**config.mk**
```make
export PLATFORM = sky130hd
export DESIGN_NAME = multdiv_unit
export DESIGN_NICKNAME = d
export VERILOG_FILES = /design/src/rtl/multdiv_pkg.sv /design/src/rtl/booth_radix4_select.sv /design/src/rtl/multdiv_unit.sv
export SDC_FILE = /design/constraint.sdc
export NUM_CORES = 1
export LEC_CHECK = 0
export ABC_AREA = 1
export BUFFER_PORTS_ARGS = -buffer_cell sky130_fd_sc_hd__buf_2
export CAP_MARGIN = 10
export CORE_MARGIN = 2
export CORE_UTILIZATION = 29
export DETAILED_ROUTE_END_ITERATION = 8
export SKIP_LAST_GASP = 1
export SLEW_MARGIN = 25
export SYNTH_ARGS = -nofsm -noshare
export SYNTH_HDL_FRONTEND = slang
export SYNTH_SLANG_ARGS = --single-unit
```
**constraint.sdc**
```tcl
create_clock -name clock -period 12.2 [get_ports clock]
set_input_delay 1.83 -clock clock [delete_from_list [all_inputs] [get_ports clock]]
set_output_delay 1.83 -clock clock [all_outputs]
set_load 0.005 [all_outputs]
```
**src/rtl/multdiv_pkg.sv**
```systemverilog
// multdiv_pkg: shared types and constants for the iterative multiply/divide unit.
package multdiv_pkg;
    localparam int WIDTH = 32;
    localparam int MULT_ITERS = 16;
    localparam int DIV_ITERS = 32;
    localparam int CNT_W = 6;
    localparam logic [31:0] INT_MIN = 32'h8000_0000;
    typedef enum logic [1:0] {IDLE, MULT, DIV, DONE} state_t;
endpackage

```
**src/rtl/booth_radix4_select.sv**
```systemverilog
// booth_radix4_select: maps a radix-4 Booth group to a 33-bit addend of 0, +-A or +-2A.
// Negative addends come out one's-complemented with neg set; the adder supplies the +1.
module booth_radix4_select (
    input  logic [2:0]  grp,
    input  logic [31:0] a,
    output logic [32:0] addend,
    output logic        neg
);
    logic [32:0] mag;
    always_comb begin
        mag = (grp == 3'b011 || grp == 3'b100) ? {a, 1'b0} :
              (grp == 3'b000 || grp == 3'b111) ? 33'b0 : {a[31], a};
        neg = grp[2] & ~(&grp);
        addend = neg ? ~mag : mag;
    end
endmodule

```
**src/rtl/multdiv_unit.sv**
```systemverilog
// multdiv_unit: iterative signed 32-bit radix-4 Booth multiplier and non-restoring divider.
module multdiv_unit #(
    parameter int WIDTH = 32
) (
    input  logic             clock,
    input  logic             reset_n,
    input  logic             ctrl_MULT,
    input  logic             ctrl_DIV,
    input  logic [WIDTH-1:0] data_operandA,
    input  logic [WIDTH-1:0] data_operandB,
    output logic [WIDTH-1:0] data_result,
    output logic             data_exception,
    output logic             data_resultRDY
);
    import multdiv_pkg::*;

    state_t state, state_nx;
    logic [CNT_W-1:0] cnt;
    logic [31:0] opa, quo, quo_nx, res;
    logic [64:0] prod, prod_nx;
    logic [33:0] rem, rem_nx, rs, sum;
    logic [32:0] addend;
    logic bm1, neg, q_neg, ovf, exc, dz, last;

    booth_radix4_select u_sel (
        .grp   ({prod[1:0], bm1}),
        .a     (opa),
        .addend(addend),
        .neg   (neg)
    );

    // 34-bit sum keeps -2*INT_MIN representable before the arithmetic shift
    assign sum = {prod[64], prod[64:32]} + {addend[32], addend} + {33'b0, neg};
    assign prod_nx = {sum[33], sum, prod[31:2]};
    assign rs = {rem[32:0], quo[31]};
    assign rem_nx = rem[33] ? rs + {2'b0, opa} : rs - {2'b0, opa};
    assign quo_nx = {quo[30:0], ~rem_nx[33]};
    assign dz = ctrl_DIV & ~ctrl_MULT & (data_operandB == '0);
    assign last = cnt == CNT_W'(state == MULT ? MULT_ITERS - 1 : DIV_ITERS - 1);

    always_ff @(posedge clock or negedge reset_n) begin
        if (!reset_n) state <= IDLE;
        else state <= state_nx;
    end

    always_comb begin
        state_nx = state;
        if (ctrl_MULT) state_nx = MULT;
        else if (ctrl_DIV) state_nx = dz ? DONE : DIV;
        else if ((state == MULT || state == DIV) && last) state_nx = DONE;
        else if (state == DONE) state_nx = IDLE;
    end

    always_ff @(posedge clock or negedge reset_n) begin
        if (!reset_n) begin
            cnt <= '0;
            opa <= '0;
            prod <= '0;
            bm1 <= 1'b0;
            rem <= '0;
            quo <= '0;
            q_neg <= 1'b0;
            ovf <= 1'b0;
            res <= '0;
            exc <= 1'b0;
        end else if (ctrl_MULT) begin
            cnt <= '0;
            opa <= data_operandA;
            prod <= {33'b0, data_operandB};
            bm1 <= 1'b0;
        end else if (ctrl_DIV) begin
            cnt <= '0;
            opa <= data_operandB[31] ? -data_operandB : data_operandB;
            quo <= data_operandA[31] ? -data_operandA : data_operandA;
            rem <= '0;
            q_neg <= data_operandA[31] ^ data_operandB[31];
            ovf <= data_operandA == INT_MIN && data_operandB == '1;
            if (dz) begin
                res <= '0;
                exc <= 1'b1;
            end
        end else if (state == MULT) begin
            cnt <= cnt + 1'b1;
            prod <= prod_nx;
            bm1 <= prod[1];
            if (last) begin
                res <= prod_nx[31:0];
                exc <= ~(&prod_nx[63:31] | ~|prod_nx[63:31]);
            end
        end else if (state == DIV) begin
            cnt <= cnt + 1'b1;
            rem <= rem_nx;
            quo <= quo_nx;
            if (last) begin
                res <= q_neg ? -quo_nx : quo_nx;
                exc <= ovf;
            end
        end
    end

    assign data_result = res;
    assign data_exception = exc;
    assign data_resultRDY = state == DONE;
endmodule

```
# Word-level counts from Yosys, hierarchy flattened
# Index checks and enable logic that the tools add are counted.
dict set report word_totals {
  ff_bits 207
  inputBits 68
  word_cells 107
}
dict set report classes {
  add_sub_neg 8
  eq_ne 14
  n_mux 43
  n_bitwise 10
  reduce_logical 21
}
# cell n
set ops {}
lappend ops {{$mux 32} 14}
lappend ops {{$mux 65} 3}
lappend ops {{$mux 34} 4}
lappend ops {{$mux 33} 3}
lappend ops {{$neg 32->32} 3}
lappend ops {{$eq 32x32->1 const B} 2}
lappend ops {{$add 33x33->34} 1}
lappend ops {{$add 34x1->34} 1}
lappend ops {{$add 34x32->34} 1}
lappend ops {{$sub 34x32->34} 1}
lappend ops {{$not 33->33} 1}
lappend ops {{$reduce_and 33->1} 1}
lappend ops {{$reduce_or 33->1} 1}
lappend ops {{$logic_not 32->1} 1}
lappend ops {{$mux 6} 4}
lappend ops {{$mux 1} 10}
lappend ops {{$mux 2} 4}
lappend ops {{$reduce_bool 4->1} 2}
lappend ops {{$add 6x1->6 const B} 1}
lappend ops {{$eq 3x3->1 const B} 2}
lappend ops {{$eq 6x5->1} 1}
lappend ops {{$ne 3x3->1 const B} 2}
lappend ops {{$reduce_and 3->1} 2}
lappend ops {{$reduce_bool 2->1} 3}
lappend ops {{17 further kinds} 28}

# Longest topological paths before layout
# Gate-level depths: netlist of run 1.
dict set report depth {
  depth_word 15
  depth_mapped 36
  depth_no_buf 36
}

# Cells and area by module
# Synthesis of run 1 repeated with hierarchy kept, for this count alone.
dict set report hier_totals {
  cells_unflattened 2779
  area_unflattened_um2 17897.2
}
# module instances cells_per_inst area_per_inst_um2
set by_module_without_submodules {}
lappend by_module_without_submodules {multdiv_unit 1 2560 16828.6}
lappend by_module_without_submodules {booth_radix4_select 1 219 1068.5}

# Worst setup path after synthesis of run 1
# OpenSTA, ideal clock, no wires.
dict set report synth_timing {
  path_kind {register to register}
  from {register opa[0]}
  to {register res[30] (netlist: data_result[30])}
  setup_ps 122
  arrival_time_ps 4405
  required_time_ps 12078
  setup_slack_ps 7673
  stages_incl_launch_ff 34
  path_cell_list {dfrtp_1 -> inv_1 -> ha_1 -> nand3_1 -> nor2_1 -> nand3_1 -> nor4_1 -> nand4_1 -> nor3_2 -> a31oi_1 -> o21bai_1 -> xor2_1 -> ha_1 -> nand2_1 -> o21ai_0 -> inv_1 -> o211ai_1 -> nor2_1 -> nand3_1 -> nand2_1 -> inv_1 -> ha_1 -> inv_1 -> nor2_1 -> nand2_1 -> inv_1 -> nand4_1 -> nand3b_1 -> nand2_1 -> nand3_1 -> o21ai_0 -> nand2_1 -> o22ai_1 -> o21ai_1}
}
dict set report synth_between {
  elab_chain_cells 9
  elab_cells_between_ends 17
}
# item line_no
set synth_lines {}
lappend synth_lines {{start, declared} multdiv_unit.sv:19} ;# logic [31:0] opa, quo, quo_nx, res;
lappend synth_lines {{start signal, assigned} multdiv_unit.sv:68} ;# opa <= data_operandA;
lappend synth_lines {{start signal, assigned} multdiv_unit.sv:73} ;# opa <= data_operandB[31] ? -data_operandB : data_operandB;
lappend synth_lines {{$mux 33, or another cell as far along} booth_radix4_select.sv:12} ;# (grp == 3'b000 || grp == 3'b111) ? 33'b0 : {a[31], a};
lappend synth_lines {{$mux 33 or $mux 34 (tied branches)} {booth_radix4_select.sv:11, multdiv_unit.sv:36}}
lappend synth_lines {{$not 33->33 or $not 1->1 (tied branches)} {booth_radix4_select.sv:14, multdiv_unit.sv:37}}
lappend synth_lines {{$mux 33 or $neg 32->32 (tied branches)} {booth_radix4_select.sv:14, multdiv_unit.sv:95}}
lappend synth_lines {{$add 33x33->34 or $mux 32 (tied branches)} {multdiv_unit.sv:33, multdiv_unit.sv:95}}
lappend synth_lines {{$add 34x1->34 or $mux 32 (tied branches)} {multdiv_unit.sv:33, multdiv_unit.sv:94}}
lappend synth_lines {{$mux 32 (on tied branches)} {multdiv_unit.sv:86, multdiv_unit.sv:90}}
lappend synth_lines {{$mux 32 *} multdiv_unit.sv:82} ;# end else if (state == MULT) begin
lappend synth_lines {{$mux 32 *} multdiv_unit.sv:71} ;# end else if (ctrl_DIV) begin
lappend synth_lines {{end signal, assigned} multdiv_unit.sv:87} ;# res <= prod_nx[31:0];
lappend synth_lines {{end signal, assigned} multdiv_unit.sv:95} ;# res <= q_neg ? -quo_nx : quo_nx;
lappend synth_lines {{end, declared} multdiv_unit.sv:19}
# Every way passes the cells marked *; elsewhere a longest branch is shown, timed or not. The select of a mux whose other input is x is not followed.
# A chain may end at the register's enable or synchronous reset.

# Worst setup path after layout of run 1
dict set report layout_timing {
  from {register opa[0]}
  to {register res[28] (netlist: data_result[28])}
}
dict set report layout_between {
  elab_chain_cells 9
  elab_cells_between_ends 10
}
# item line_no
set layout_lines {}
lappend layout_lines {{$sub 34x32->34 or $add 34x32->34 (tied branches)} multdiv_unit.sv:36} ;# assign rem_nx = rem[33] ? rs + {2'b0, opa} : rs - {2'b0, opa};
lappend layout_lines {{$mux 34 *} multdiv_unit.sv:36}
lappend layout_lines {{$not 1->1 *} multdiv_unit.sv:37} ;# assign quo_nx = {quo[30:0], ~rem_nx[33]};
lappend layout_lines {{$neg 32->32 *} multdiv_unit.sv:95}
lappend layout_lines {{$mux 32 *} multdiv_unit.sv:95}
lappend layout_lines {{$mux 32 *} multdiv_unit.sv:94} ;# if (last) begin
lappend layout_lines {{$mux 32 *} multdiv_unit.sv:90} ;# end else if (state == DIV) begin
lappend layout_lines {{$mux 32 *} multdiv_unit.sv:82}
lappend layout_lines {{$mux 32 *} multdiv_unit.sv:71}
# Marks and branches as above.

==> impl_results.md, run 1 <==
* Clk_lat worst skew at 0.59 ns
* First-pass GRT wire length at 95.8 mm
* CP endpoint kind: register
* Htree depth at 1
* Minimum clock period at 5.76 ns
* Fmax at 174 MHz
* Worst VDD drop at 94.7 uV
* Placed Area at 17,800 sq um
* Num ports at 102
* Crit Path Class: register to register
* Hold buffer count at CTS at 0
* ANT nets after route at 0
* Gr ovfl total at 0
* Final hold vios at 0
* Layout Area Growth over Synthesis at 13.4%
* Final Skew at 0.0211 ns
* Worst setup SP type: register
* Synthesized instance count at 2,419
* Initial core utilization at 29.3%
* CP most frequent cell: inv_1
* Input/output buffers at 101
* Number of global-route vias before repair at 16,000
* Finished Cell Area at 18,800 sq um
* # clock sinks at 206
* Die Height at 243 um
* Clock buffer depth at 3
* Fraction of layout cells with a size suffix above 1 at 8.15%
* Arrival @ worst endpoint at 6.21 ns
* Via/cell ratio at 5.28
* CTS clk-pin slew, worst paths at 0.06 ns
* Avg Synthesized Cell Area at 6.85 sq um
* Unrepaired setup endpoints after global routing: false
* Synth cell types at 55
* Final period util at 47.2%
* Worst EP required at 12.65 ns
* Die area at 59,100 sq um
* Flops & latches, synth at 206
* Slew @ Worst Pin at 1.05 ns
* Sequential area share after synthesis at 31.1%
* Core Region at 56,500 sq um
* Area of the mapped netlist at 16,600 sq um
* Placer congestion estimate at 0.974
* Rel. slew slack at 30.1%
* Total power at 3190 uW
* PostCTS Resize Cnt at 0
* Number of max-cap violations at 0
* Pwr Density at 170 nW/um^2
* Slowest stage delay, CP at 0.43 ns
* CTS tree: yes
* Post-CTS Setup Bufs at 0
* Synthesized net count at 2,563
* Die span in x at 243 um
* First drt pass iteration count at 6
* Post-Route WL at 62.4 mm
* Hold Path Class: register to register
* GRT Overall Usage at 20.7%
* Root Driver: clkbuf_16
* Drt wl/cell at 19.2 um
* Vias at 17,200
* Setup TNS at 0 ns
* Largest net degree at the start of global routing at 84
* Row cnt at 87
* Max Slew Vio Count at 0
* WHS at 0.478 ns
* Hpwl dp at 47.9 mm
* # fillers at 6,175
* Layout Nets at 2,615
* Final setup fails at 0
* Ys Warns at 0
* Number of DRC markers in iteration 0 at 1,638
* CP Max Fanout at 6
* Synth async-reset ratio at 100%
* Leak pwr at 0.00907 uW
* Post-synth EDFFs at 0
* DRC at 0
* Antenna violations before repair at 8
* CTS buffer count at 27
* Predominant post-synthesis flop cell: dfrtp_1
* Worst path slowest cell: dfrtp_1
* Run status: finished, final reports clean
## registers in the layout, indices dropped and copies added (netlist names)
| register | cells |
|---|---|
| data_result | 32 |
| quo | 32 |
| cnt | 6 |
| data_exception | 1 |
| prod | 64 |
| opa | 32 |
| ovf | 1 |
| rem | 34 |
| bm1 | 1 |
| state | 2 |
| q_neg | 1 |
## where the power goes
group          switching [uW]  internal, uW
clock network             347           517
registers                 102           794
logic                     968           463
total                    1420          1770
## critical path, delay by kind of cell, from the launching register on
| kind | cells | cell delay (ns) |
|---|---|---|
| compound gates | 6 | 0.94 |
| fa+ha+maj | 3 | 0.73 |
| simple gates | 18 | 2.86 |
| xor+xnor | 1 | 0.18 |
| flops | 1 | 0.43 |
| buf+inv | 5 | 0.46 |
## Yosys cell counts, types with 3 or more instances
cell      count  area (sq um)
dfrtp_1     206          5150
a32o_1        3          30.0
nor2_1      237           890
a21oi_2       4          35.0
o22ai_1       8          50.1
a31oi_1      16           100
a22oi_1       7          52.6
o221ai_1     40           350
o31ai_1      13          97.6
o21ai_1      22           110
or2_2         7          43.8
o21ai_0     260          1300
xnor2_1      16           140
buf_1         9          33.8
clkinv_1      4          15.0
nor3_2        6          60.1
xor2_1      112           981
and3_1        3          18.8
clkbuf_1     80           300
o21ai_2       3          26.3
nand3b_1      7          52.6
inv_1       262           983
a21oi_1     152           761
o211ai_1     34           255
nand3_1      95           475
ha_1         74           926
o21bai_1     10          75.1
nand4_1      29           181
nor4_1       12          75.1
buf_2         4          20.0
nor3_1       47           235
a21o_1       11          82.6
inv_2         4          15.0
o32ai_1      30           263
o21a_1        3          22.5
nand2_1     565          2120
## kinds of logic (layout without fill, tap and decap cells)
logic type | Yosys count | in the layout | share of synthesized area (%)
AND/OR/NAND/NOR | 1019 | 1019 | 25.7
AO/OA/AOI/OAI | 626 | 626 | 22.3
buffers and inverters | 364 | 437 | 8.32
flip-flops | 206 | 206 | 31.1
XOR/XNOR | 128 | 128 | 6.76
adder cells (fa/ha/maj) | 76 | 76 | 5.83
other | 0 | 3 | 0
## cells in the final DEF (no fill, tap or decap), types with 5 or more instances in the layout
cell type  instances
xor2_1           112
o21ai_0          260
a21o_1            11
o22ai_1            8
inv_2              5
o32ai_1           30
a21oi_1          152
nand3b_1           7
o21ai_1           21
o31ai_1           13
nand2_1          565
a22oi_1            7
ha_1              74
nand4_1           29
nor4_1            12
or2_2              7
buf_2            100
o221ai_1          40
dfrtp_1          206
nand3_1           95
o21bai_1          10
nor3_1            47
o211ai_1          34
clkinv_2           8
clkbuf_16         27
a31oi_1           16
nor3_2             6
buf_4             16
nor2_1           232
inv_1            261
xnor2_1           16
## through the flow
| step | worst slack [ns] | utilization (%) | std cells |
|---|---|---|---|
| final | 6.44 | 33.3 | 3251 |
| after global routing | 5.81 | 33.2 | 3248 |
| after CTS | 6.54 | 33.2 | 3248 |
| after detailed placement | 6.58 | 31.6 | 3198 |
| after global placement | 6.65 | 31.5 | 3198 |
| after floorplan | 7.67 | - | 2419 |
## area by class of cell
type	instances	area (sq um)	area share, %
clock buffers	33	738	3.93
flip-flops and latches	206	5150	27.4
well taps	756	946	5.03
diodes	3	7.51	0.0400
multi-input cells	1849	10100	53.6
repair buffers	117	636	3.38
clock inverters	17	213	1.13
inverters	270	1010	5.39
## routing by layer
metal  routed length, um  part of all wire [%]  vias up  GRT usage (%)
met5                  30                 0.048        -              0
met4                2810                   4.5        4           8.50
met3                4500                   7.2      134           2.81
met2               27700                    44      676           32.7
met1               27400                    44     8060           28.2
li1                    -                     -     8301              -
## path summary, 6_finish.rpt
kind	start	to	depth (start not counted)	slack, ns
setup / recovery	opa[0]$_DFFE_PN0P_	data_result[28]$_DFFE_PN0P_	33	6.44
hold / removal	data_result[25]$_DFFE_PN0P_	data_result[25]$_DFFE_PN0P_	2	0.48
max in group asynchronous	reset_n	rem[10]$_DFFE_PN0P_	3	8.80
setup reg to reg	opa[0]$_DFFE_PN0P_	data_result[28]$_DFFE_PN0P_	33	6.44
min in group asynchronous	reset_n	data_result[15]$_DFFE_PN0P_	1	1.25
hold reg to reg	data_result[25]$_DFFE_PN0P_	data_result[25]$_DFFE_PN0P_	2	0.48
No activity file was read; power rests on OpenSTA's default activity.
==> run 2, diff against run 1 <==
Clock period 12.2 ns to 4.9 ns, I/O delays scaled along.
==> impl_results.md, run 2 (synthesized netlist as in run 1, its figures left out) <==
* CTS tree: yes
* CP endpoint kind: register
* Die span in x at 243 um (unchanged)
* Run status: finished, violations left
* Minimum clock period at 4.95 ns (-0.817 ns)
* Worst EP required at 5.33 ns (-7.32 ns)
* Worst path slowest cell: dfrtp_1
* CTS buffer count at 27 (unchanged)
* Fraction of layout cells with a size suffix above 1 at 12.4% (+4.2 points)
* Flop-to-flop setup slack at -0.05 ns (-6.48 ns)
* Biggest regs: prod (64), rem (34)
* Unrepaired setup endpoints after global routing: true
* Setup WS pre-CTS at -0.389 ns (-6.97 ns)
* Rel. slew slack at 32.1% (+2.0 points)
* Die Height at 243 um (unchanged)
* Via/cell ratio at 5.15 (-2.5%)
* Num ports at 102 (unchanged)
* Max reg flops at 64 (unchanged)
* Layout Area Growth over Synthesis at 17.7%
* Final worst-path setup slack at -0.0463 ns (-6.48 ns)
* Biggest register: prod
* DRC at 0 (unchanged)
* Layout Nets at 2,704 (+3.4%)
* ANT nets after route at 0 (unchanged)
* Slowest stage delay, CP at 0.38 ns (-0.05 ns)
* Number of DRC markers in iteration 0 at 1,422 (-13%)
* Clock buffer depth at 3 (unchanged)
* Final Skew at 0.0294 ns (+0.00835 ns)
* First drt pass iteration count at 6 (unchanged)
* Drt wl/cell at 18.7 um (-2.6%)
* Most frequent cells in the layout: nand2_1 (560), inv_1 (257), o21ai_0 (254)
* Fmax at 202 MHz (+17%)
* Initial core utilization at 29.3% (unchanged)
* Pwr Density at 408 nW/um^2 (+140%)
* Hold Path Class: input pin to async pin
* GRT Overall Usage at 20.9% (+0.26 points)
* Htree depth at 1 (unchanged)
* Number of max-cap violations at 0 (unchanged)
* # clock sinks at 206 (unchanged)
* Placer congestion estimate at 0.969 (-0.56%)
* Final setup fails at 3 (+3)
* Input/output buffers at 101 (unchanged)
* Final hold vios at 0 (unchanged)
* Arrival @ worst endpoint at 5.37 ns (-0.84 ns)
* Core Region at 56,500 sq um (unchanged)
* Antenna violations before repair at 9 (+1)
* Post-Route WL at 62.4 mm (about the same)
* Finished Cell Area at 19,500 sq um (+3.8%)
* RR Startpoint: opa[0]$_DFFE_PN0P_
* Hpwl dp at 48.3 mm (+0.73%)
* Slew @ Worst Pin at 1.02 ns (-0.0293 ns)
* Leak pwr at 0.00944 uW (+4.1%)
* First-pass GRT wire length at 97.4 mm (+1.6%)
* Max Slew Vio Count at 0 (unchanged)
* Worst setup SP type: register
* Gr ovfl total at 0 (unchanged)
* Placed Area at 18,400 sq um (+3.1%)
* Final period util at 101% (+54 points)
* Most common cell after layout, fill and taps aside: nand2_1
* CP Max Fanout at 3 (-3)
* R2r endpoint: data_result[28]$_DFFE_PN0P_
* CTS clk-pin slew, worst paths at 0.06 ns (about the same)
* # fillers at 6,140 (-0.57%)
* Row cnt at 87 (unchanged)
* Number of global-route vias before repair at 16,400 (+2.3%)
* Vias at 17,200 (+0.076%)
* Cell count of the worst reg-to-reg path at 35 (+6.1%)
* Failing checks: negative setup slack
* Clk_lat worst skew at 0.57 ns (-0.02 ns)
* Crit Path Class: register to register
* Largest net degree at the start of global routing at 94 (+12%)
* Root Driver: clkbuf_16
* Die area at 59,100 sq um (unchanged)
* Worst VDD drop at 304 uV (+220%)
## run 2: changes by cell type in the layout (fill, tap and decap cells not counted), moves of 4 or more
cell,before,now
buf_4,16,105
o21ai_0,260,254
nand2_1,565,560
o21ai_1,21,26
a21oi_1,152,148
a21oi_2,4,8
bufinv_16,4,0
inv_1,261,257
nand2_2,1,5
nand3_1,95,91
## run 2: area by class of cell
cell class / instances / area, sq um / area share [%]
antenna: 2 / 5.00 / 0.0257
clock buffer: 37 / 763 / 3.91
clock inverter: 12 / 75.1 / 0.385
inverter: 270 / 1020 / 5.21
multi-input combinational: 1849 / 10200 / 52.5
sequential: 206 / 5150 / 26.4
tap: 756 / 946 / 4.85
timing repair buffer: 206 / 1300 / 6.68
## run 2: through the flow
step                power, uW  hold WS, ns  util, %  instances  TNS (ns)
floorplan                4680        0.435        -       2419         0
global placement         5900        0.460     32.5       3273     -1.60
detailed placement       5910        0.461     32.5       3273     -2.14
CTS                      7930        0.235     34.3       3332     -1.02
global route             8580        0.238     34.5       3336     -3.02
finish                   7960        0.177     34.5       3338    -0.114
## run 2: what timing repair did
| item | in CTS | in global routing |
|---|---|---|
| setup endpoints to repair | 7 | 24 |
| hold buffers | 0 | 0 |
| pin swaps | 18 | 23 |
| gates resized for setup | 28 | 21 |
| buffers inserted | 10 | 4 |
| gates cloned | 0 | 0 |
## run 2: worst max-delay path by stage
stage	start	endpoint	slack (ns)	depth (start not counted)
2_1_floorplan	opa[0]$_DFFE_PN0P_	data_result[30]$_DFFE_PN0P_	0.37	33
3_3_place_gp	opa[0]$_DFFE_PN0P_	data_result[28]$_DFFE_PN0P_	-0.32	35
3_5_place_dp	opa[1]$_DFFE_PN0P_	data_result[28]$_DFFE_PN0P_	-0.39	35
4_1_cts	opa[1]$_DFFE_PN0P_	data_result[30]$_DFFE_PN0P_	-0.18	35
5_1_grt	opa[2]$_DFFE_PN0P_	data_result[28]$_DFFE_PN0P_	-0.43	34
6_report	opa[0]$_DFFE_PN0P_	data_result[28]$_DFFE_PN0P_	-0.05	35
## run 2: critical path: cells and delay by family, from the launching register on
| kind | cells | cell delay (ns) |
|---|---|---|
| flip-flops | 1 | 0.38 |
| XOR/XNOR | 1 | 0.15 |
| AND/OR/NAND/NOR | 18 | 2.34 |
| buffers and inverters | 6 | 0.49 |
| adder cells (fa/ha/maj) | 3 | 0.59 |
| AO/OA/AOI/OAI | 7 | 0.85 |
## run 2: where the power goes
part / leakage, uW / switching (uW) / internal [uW]
sequential: 0.00262 / 234 / 1980
combinational: 0.00641 / 2480 / 1340
clock: 0.000411 / 847 / 1090
## run 2: per-layer routing
metal	share of wire [%]	GRT usage, %
met1	45	28.8
met2	44	33.0
met3	6.9	2.79
met4	4.5	8.52
met5	0.040	0
